<file path="src/rtl/palette_lut_banked.sv">
// ============================================================================
// Module   : palette_lut_banked
// Brief    : Banked, runtime-writable colour palette with a registered lookup,
//            a tear-safe write port and bank swaps applied at frame start.
//            Optional colour cycling when PALETTE_CYCLE_EN is defined.
// Revision : 1.0 - initial release
// ============================================================================
`default_nettype none

module palette_lut_banked #(
    parameter int INDEX_W    = 4,
    parameter int CH_W       = 4,
    parameter int N_BANKS    = 2,
    parameter int TRANSP_IDX = 0,
    parameter int CYC_LO     = 6,
    parameter int CYC_HI     = 9,
    parameter int CYC_PERIOD = 8,
    localparam int BANK_W    = ($clog2(N_BANKS) > 1) ? $clog2(N_BANKS) : 1
) (
    input  logic                Clk,
    input  logic                Reset_n,
    input  logic                frame_start,
    input  logic                blank,
    input  logic                rd_valid,
    input  logic [INDEX_W-1:0]  rd_index,
    output logic                out_valid,
    output logic [CH_W-1:0]     red,
    output logic [CH_W-1:0]     green,
    output logic [CH_W-1:0]     blue,
    output logic                out_transparent,
    input  logic                wr_en,
    output logic                wr_ready,
    input  logic [BANK_W-1:0]   wr_bank,
    input  logic [INDEX_W-1:0]  wr_index,
    input  logic [3*CH_W-1:0]   wr_data,
    input  logic                swap_req,
    input  logic [BANK_W-1:0]   swap_bank,
    output logic [BANK_W-1:0]   active_bank,
    output logic                swap_pending
);

    localparam int                 c_depth  = 2**INDEX_W;
    localparam int                 c_dw     = 3*CH_W;
    localparam logic [INDEX_W-1:0] c_transp = INDEX_W'(TRANSP_IDX);

    typedef enum logic [0:0] {
        IDLE    = 1'b0,
        PENDING = 1'b1
    } state_t;

    state_t              r_state, w_state_nxt;
    logic [BANK_W-1:0]   r_active, w_active_nxt;
    logic [BANK_W-1:0]   r_target, w_target_nxt;
    logic [c_dw-1:0]     r_mem [N_BANKS][c_depth];
    logic [c_dw-1:0]     r_rgb;
    logic                r_out_valid;
    logic                r_transp;
    logic                w_wr_bank_ok;
    logic                w_swap_bank_ok;
    logic                w_wr_commit;
    logic [INDEX_W-1:0]  w_eff_index;

    if (N_BANKS < 2 || CYC_HI < CYC_LO || CYC_PERIOD < 1) begin : g_param_err
        $error("palette_lut_banked: illegal parameter combination");
    end

    // Bank range checks only exist when the bank field can encode unused banks.
    if ((2**BANK_W) > N_BANKS) begin : g_bank_chk
        localparam logic [BANK_W:0] c_nbanks = (BANK_W+1)'(N_BANKS);
        assign w_wr_bank_ok   = ({1'b0, wr_bank}   < c_nbanks);
        assign w_swap_bank_ok = ({1'b0, swap_bank} < c_nbanks);
    end else begin : g_bank_full
        assign w_wr_bank_ok   = 1'b1;
        assign w_swap_bank_ok = 1'b1;
    end

    assign wr_ready    = blank | (wr_bank != r_active);
    assign w_wr_commit = wr_en & wr_ready & w_wr_bank_ok;

    always_ff @(posedge Clk or negedge Reset_n) begin
        if (!Reset_n) begin
            for (int b = 0; b < N_BANKS; b++) begin
                for (int i = 0; i < c_depth; i++) begin
                    r_mem[b][i] <= '0;
                end
            end
        end else if (w_wr_commit) begin
            r_mem[wr_bank][wr_index] <= wr_data;
        end
    end

`ifdef PALETTE_CYCLE_EN
    localparam int                c_fc_w    = (CYC_PERIOD > 1) ? $clog2(CYC_PERIOD) : 1;
    localparam logic [c_fc_w-1:0] c_fc_last = c_fc_w'(CYC_PERIOD - 1);
    localparam logic [INDEX_W:0]  c_lo      = (INDEX_W+1)'(CYC_LO);
    localparam logic [INDEX_W:0]  c_hi      = (INDEX_W+1)'(CYC_HI);
    localparam logic [INDEX_W:0]  c_span    = (INDEX_W+1)'(CYC_HI - CYC_LO + 1);

    logic [c_fc_w-1:0] r_frame_cnt;
    logic [INDEX_W:0]  r_offset;
    logic [INDEX_W:0]  w_rel;

    always_ff @(posedge Clk or negedge Reset_n) begin
        if (!Reset_n) begin
            r_frame_cnt <= '0;
            r_offset    <= '0;
        end else if (frame_start) begin
            if (r_frame_cnt == c_fc_last) begin
                r_frame_cnt <= '0;
                r_offset    <= (r_offset + 1'b1 == c_span) ? '0 : r_offset + 1'b1;
            end else begin
                r_frame_cnt <= r_frame_cnt + 1'b1;
            end
        end
    end

    // Both terms are below SPAN, so a single conditional subtract is the modulo.
    always_comb begin
        w_eff_index = rd_index;
        w_rel       = {1'b0, rd_index} - c_lo + r_offset;
        if (w_rel >= c_span) begin
            w_rel = w_rel - c_span;
        end
        if (({1'b0, rd_index} >= c_lo) && ({1'b0, rd_index} <= c_hi)) begin
            w_eff_index = INDEX_W'(c_lo + w_rel);
        end
    end
`else
    assign w_eff_index = rd_index;
`endif

    always_ff @(posedge Clk or negedge Reset_n) begin
        if (!Reset_n) begin
            r_out_valid <= 1'b0;
            r_rgb       <= '0;
            r_transp    <= 1'b0;
        end else begin
            r_out_valid <= rd_valid;
            if (rd_valid) begin
                r_rgb    <= r_mem[r_active][w_eff_index];
                r_transp <= (rd_index == c_transp);
            end
        end
    end

    always_ff @(posedge Clk or negedge Reset_n) begin
        if (!Reset_n) begin
            r_state  <= IDLE;
            r_active <= '0;
            r_target <= '0;
        end else begin
            r_state  <= w_state_nxt;
            r_active <= w_active_nxt;
            r_target <= w_target_nxt;
        end
    end

    // A request arriving together with frame_start is the newest, so it wins.
    always_comb begin
        w_state_nxt  = r_state;
        w_active_nxt = r_active;
        w_target_nxt = r_target;
        case (r_state)
            IDLE: begin
                if (swap_req && w_swap_bank_ok) begin
                    if (frame_start) begin
                        w_active_nxt = swap_bank;
                    end else begin
                        w_target_nxt = swap_bank;
                        w_state_nxt  = PENDING;
                    end
                end
            end
            PENDING: begin
                if (swap_req && w_swap_bank_ok) begin
                    w_target_nxt = swap_bank;
                end
                if (frame_start) begin
                    w_active_nxt = (swap_req && w_swap_bank_ok) ? swap_bank : r_target;
                    w_state_nxt  = IDLE;
                end
            end
            default: w_state_nxt = IDLE;
        endcase
    end

    assign out_valid          = r_out_valid;
    assign {red, green, blue} = r_rgb;
    assign out_transparent    = r_transp;
    assign active_bank        = r_active;
    assign swap_pending       = (r_state == PENDING);

endmodule

`default_nettype wire
</file>
<file path="config.mk">
export PLATFORM = sky130hd
export DESIGN_NAME = palette_lut_banked
export DESIGN_NICKNAME = d
export VERILOG_FILES = /design/src/rtl/palette_lut_banked.sv
export SDC_FILE = /design/constraint.sdc
export NUM_CORES = 1
export LEC_CHECK = 0
export ABC_AREA = 1
export BUFFER_PORTS_ARGS = -buffer_cell sky130_fd_sc_hd__buf_2
export CORE_MARGIN = 4
export CORE_UTILIZATION = 37
export CTS_BUF_LIST = sky130_fd_sc_hd__clkbuf_8
export CTS_CLUSTER_DIAMETER = 120
export DETAILED_ROUTE_END_ITERATION = 10
export GPL_TIMING_DRIVEN = 0
export HOLD_SLACK_MARGIN = 0.15
export PLACE_DENSITY = 0.49
export SLEW_MARGIN = 10
export SYNTH_ARGS = -nofsm -noshare
export SYNTH_HDL_FRONTEND = slang
export SYNTH_SLANG_ARGS = --single-unit
export TNS_END_PERCENT = 1
</file>
<file path="constraint.sdc">
create_clock -name Clk -period 2.1 [get_ports Clk]
set_clock_uncertainty 0.05 [all_clocks]
set_input_delay 0.42 -clock Clk [delete_from_list [all_inputs] [get_ports Clk]]
set_output_delay 0.42 -clock Clk [all_outputs]
set_load 0.02 [all_outputs]
</file>
# After elaboration in Yosys (flattened, before gate mapping)
# Index checks and enable logic that the tools add are counted.
totals:
  elab_cells: 83
  latchBits: 0
  ram_bits: 0
  input_bits: 29
  mem_bits_ro: 0
  output_inout_bits: 17
  register_bits: 401
  memories: 0
classes:
  add_sub_neg: 0
  div: 0
  bitwise_logic: 7
  n_mul: 0
  n_eq_ne: 5
  n_reduce_logical: 5
  shift: 0
  order_cmp: 6
  mux: 22
op_table:
  columns: ["operator", "count"]
  rows:
  - ["192-bit two-way mux", 4]
  - ["384-bit bitwise mux", 1]
  - ["192-bit demux with 1-bit select", 1]
  - ["12-bit binary-select mux with 4-bit select", 1]
  - ["12-bit demux with 4-bit select", 1]
  - ["12-bit two-way mux", 3]
  - ["5-bit greater-or-equal comparator (second input constant)", 2]
  - ["4-bit NOT with 5-bit output", 2]
  - ["1-bit two-way mux", 8]
  - ["2-bit inequality test (second input constant)", 4]
  - ["1-bit one-hot mux with 2 select lines", 3]
  - ["5-bit by 1-bit less-than comparator with 1-bit output (second input constant)", 1]
  - ["2-bit greater-or-equal comparator (second input constant)", 2]
  - ["4-bit zero test", 1]
  - ["1-bit NOT with 2-bit output", 2]
  - ["3-bit AND reduction", 1]
  - ["1-bit logical AND", 2]
  - ["2-bit by 1-bit less-than comparator with 1-bit output (second input constant)", 1]
  - ["2-bit AND reduction", 1]
  - ["1-bit AND", 1]
  - ["1-bit inequality test", 1]
  - ["1-bit NOT", 1]
  - ["1-bit bitwise OR", 1]

# Logic depth before layout (Yosys ltp)
depth:
  word_depth: 8
  depth_mapped: 13
  mapped_depth_nobuf: 11

# Least setup slack after synthesis
# OpenSTA, ideal clock, no wires.
synth_path:
  kind: "flip-flop to flip-flop"
  start: "register r_active, in the netlist active_bank"
  end: "register r_mem[312] in the netlist's numbering"
  required_ns: 1.924
  path_slack_ns: 0.037
  synth_period_minus_slack_ns: 2.063
  path_buffers: 3
  arrival_ns: 1.887
  setup_ns: 0.126
  path_stages_with_launch: 10
  path_cell_list: "dfrtp_1 -> buf_2 -> o21ai_1 -> nand2_1 -> inv_2 -> nand2_2 -> buf_6 -> nor2_2 -> buf_2 -> o21ai_0"
synth_via:
  elab_chain_len: 3
synth_lines:
  columns: ["element", "line_no", "source"]
  rows:
  - ["from (decl)", "52", "logic [BANK_W-1:0] r_active, w_active_nxt;"]
  - ["from (signal assigned)", "153", "r_active <= w_active_nxt;"]
  - ["1-bit inequality test", "77", "assign wr_ready = blank | (wr_bank != r_active);"]
  - ["1-bit bitwise OR", "77", null]
  - ["via wr_ready", "32", "output logic wr_ready,"]
  - ["1-bit AND", "78", "assign w_wr_commit = wr_en & wr_ready & w_wr_bank_ok;"]
  - ["to (signal, indexed assignment)", "88", "r_mem[wr_bank][wr_index] <= wr_data;"]
  - ["to (decl)", "54", "logic [c_dw-1:0] r_mem [N_BANKS][c_depth];"]
# The timed path passes the listed nets, and every way through them passes these cells.
# A chain may end at the register's enable or synchronous reset.

# Worst setup path after layout
layout_path:
  start: "input rd_index[0]"
  end: "register r_rgb[6]"
layout_via:
  elab_chain_len: 4
layout_lines:
  columns: ["element", "line_no", "source"]
  rows:
  - ["from (decl)", "25", "input logic [INDEX_W-1:0] rd_index,"]
  - ["4-bit NOT with 5-bit output (implied by the code)", "140", "r_rgb <= r_mem[r_active][w_eff_index];"]
  - ["12-bit binary-select mux with 4-bit select", "140", null]
  - ["12-bit two-way mux (implied by the code) (2 in a row)", "140", null]
  - ["to (signal assigned)", "140", null]
  - ["to (decl)", "55", "logic [c_dw-1:0] r_rgb;"]
# No other way between the ends. The select of a mux whose other input is x is not followed.

==> reports/results.ini <==
[status]
status=complete, but fails checks
violations=negative setup slack

[final_layout]
layout_common_cells=nand2_1 (761), dfrtp_1 (401), o21ai_0 (306), a21oi_1 (158), nand3_1 (157)
fin_nets=2500
area_delta_synth_final_pct=18.38
fin_area_um2=21840
final_common_cell=nand2_1
postLayoutCoreUtil_pct=44.44
fillerInstances=5041
drive_gt1_share_pct=12.45

[clock_tree]
cts_root_buf=clkbuf_8
worstSkewPairLatency_ns=0.66
clk_pin_slew_ns=0.05
cts_tree=built
cts_made_buffers=74
clk_path_buf_depth=3
cts_max_level=3
cts.sinks=401

[sta]
worst_slew_pin_slew_ns=1.404
setup_viol=10
hold_viol=0
rsz0062_at_grt=yes
period_minus_slack_ns=2.175
slew_headroom_pct=6.417
finalWorstSetupSlack_ns=-0.07506
totalNegativeSetupSlack_ns=-0.3524
maxSlewViolCount=0
fin_crit_sh_pct=103.6
fmax_mhz=459.8

[min_path]
min_from=wr_bank
hold_class=input port to flip-flop
hold_end=r_mem[11]
min_delay_path_depth=4

[global_route]
grt_max_degree=100
gr-usage-all-layers_pct=29.20
antenna_found_initial=9
grt_pass1_wl_um=113400
grt_overflow=0
first_global_vias=16720

[yosys]
synth_seq_cells=401
syn_nets=2354
synth_cell_types=22
ys_top_cells_by_area=dfrtp_1 (54%), nand2_1 (16%), o21ai_0 (8.5%), a21oi_1 (4.5%), nand3_1 (4.4%)
syn_area_um2=18450
yosys.area.top_type=dfrtp_1
synth_warnings=0
synth_top_area_share_pct=54.38
yosysSeqAreaShare_pct=54.38
synthCells=2325
syn_area_per_cell_um2=7.936

[placed_design]
dpl_cell_area_um2=19610
dp_hpwl_um=54110
portBuffers=41
place_ws_ns=-1.001
gp_congestion=0.9472

[worst_setup_path]
start_kind=input port
critPathMaxFanout=10
cp-end-kind=flip-flop
rr_worst_depth=11
cp_data_arrival_time_ns=2.66
r2r_slack_ns=-0.08
path_class=input port to flip-flop
regToRegStartpoint=active_bank
timing.rr.end=r_rgb[7]
required_ns=2.58

[pwr]
ir_drop_mv=0.4461
p_leak_uw=0.01024
seqPwrFrac_pct=44.6
p_per_area_nw_per_um2=1047
p_clk_share_pct=34.3
pwr-share-comb_pct=21.1
sw_frac_of_total_pct=33.27
intPower_uw=15260
switchingPower_uw=7609

[route]
drc=0
ant_nets=0
avgRoutedWirePerCell_um=24.74
via_per_inst=5.421
first_pass_iters=5
drt_iter0_drc=1919
wl_um=78910
num_vias=17290

[floorplanning]
num_io_pins=46
row_count=81
die_y_um=231.3
die_area_um2=53510
core-area_um2=49150
start_util_pct=37.54
die_x_um=231.3

[flow_run]
maxCapViolCount=0

[how the worst max path moves through the flow]
stage	slack, ns	cells past startpoint	start	to
global placement	-7.84	1	Reset_n	r_mem[196]
CTS	-0.08	12	active_bank	r_rgb[10]
global route	-0.13	9	active_bank	r_mem[40]
finish	-0.08	10	rd_index[0]	r_rgb[6]
floorplan	0.04	9	active_bank	r_mem[312]
detailed placement	-1.00	12	active_bank	r_rgb[10]
[power by group through the flow]
stage	Clock (uW)	Sequential, uW	Combinational [uW]
after floorplan	0	10100	2780
after global placement	0	10300	4450
after detailed placement	0	10300	4560
after CTS	7970	10200	4730
after global routing	8310	10400	5330
final	7840	10200	4830
[cell families (layout without fill, tap and decap cells)]
kind of cell	Yosys count	after routing	share of synthesized area, %
other	0	2	0
AO/OA/AOI/OAI	517	517	14.51
flip-flops	401	401	54.38
multiplexers	1	1	0.05425
AND/OR/NAND/NOR	1104	1104	24.36
buffers and inverters	302	500	6.686
[cell type report]
type / instances / area (um2) / area share (%)
Clock buffer: 99 / 1363 / 6.238
Antenna cell: 2 / 5.005 / 0.02291
Multi-Input combinational cell: 1622 / 7307 / 33.45
Timing Repair Buffer: 70 / 560.5 / 2.566
Tap cell: 664 / 830.8 / 3.803
Buffer: 166 / 1071 / 4.903
Inverter: 136 / 515.5 / 2.360
Sequential cell: 401 / 10030 / 45.94
Clock inverter: 29 / 156.4 / 0.7160
[Yosys cell counts, drive strengths merged]
| cell type | n |
|---|---|
| nand4 | 20 |
| mux2i | 1 |
| inv | 125 |
| nand2 | 771 |
| clkinv | 11 |
| o211ai | 18 |
| buf | 79 |
| nand3 | 161 |
| o21ai | 316 |
| dfrtp | 401 |
| clkbuf | 87 |
| a21boi | 18 |
| a21oi | 165 |
| nor2 | 152 |
[worst max-delay path: stages]
cell	delay, ns
buf_2	0.12
clkbuf_1	0.49
clkbuf_1	0.59
nand3_1	0.16
nand3_1	0.18
o211ai_1	0.26
nand2_1	0.14
nand2_1	0.11
nand2_1	0.12
nand2_1	0.05
[state kept, by name (all words and copies together), names as in the netlist]
signal and count:
active_bank 1, out_transparent 1, out_valid 1, r_mem 384, r_rgb 12, r_target 1, swap_pending 1
[repair_timing]
item	CTS	global route
hold buffers	19	0
buffers inserted	0	5
endpoints found under the hold margin	257	0
cloned	0	1
endpoints found under the setup margin	375	346
resized for setup	118	87
pin swaps	1	3
[through the flow]
stage               instances  hold slack, ns  total power (uW)
finish                   3189          0.2787             22870
CTS                      3181          0.2397             22880
global route             3187          0.2633             24020
floorplan                2325         0.07441             12890
global placement         3030          0.4127             14720
detailed placement       3034          0.2359             14860
[routing by layer]
| layer | wire length, um | global-route usage, % | vias up | share of wire (%) |
|---|---|---|---|---|
| met5 | 31 | 0 | - | 0.039 |
| met4 | 3107 | 10.64 | 4 | 3.9 |
| met3 | 6747 | 6.059 | 175 | 8.6 |
| met2 | 33890 | 43.02 | 751 | 43 |
| met1 | 35140 | 42.57 | 8526 | 45 |
| li1 | - | - | 7832 | - |
Power figures use the tool's default switching activity.
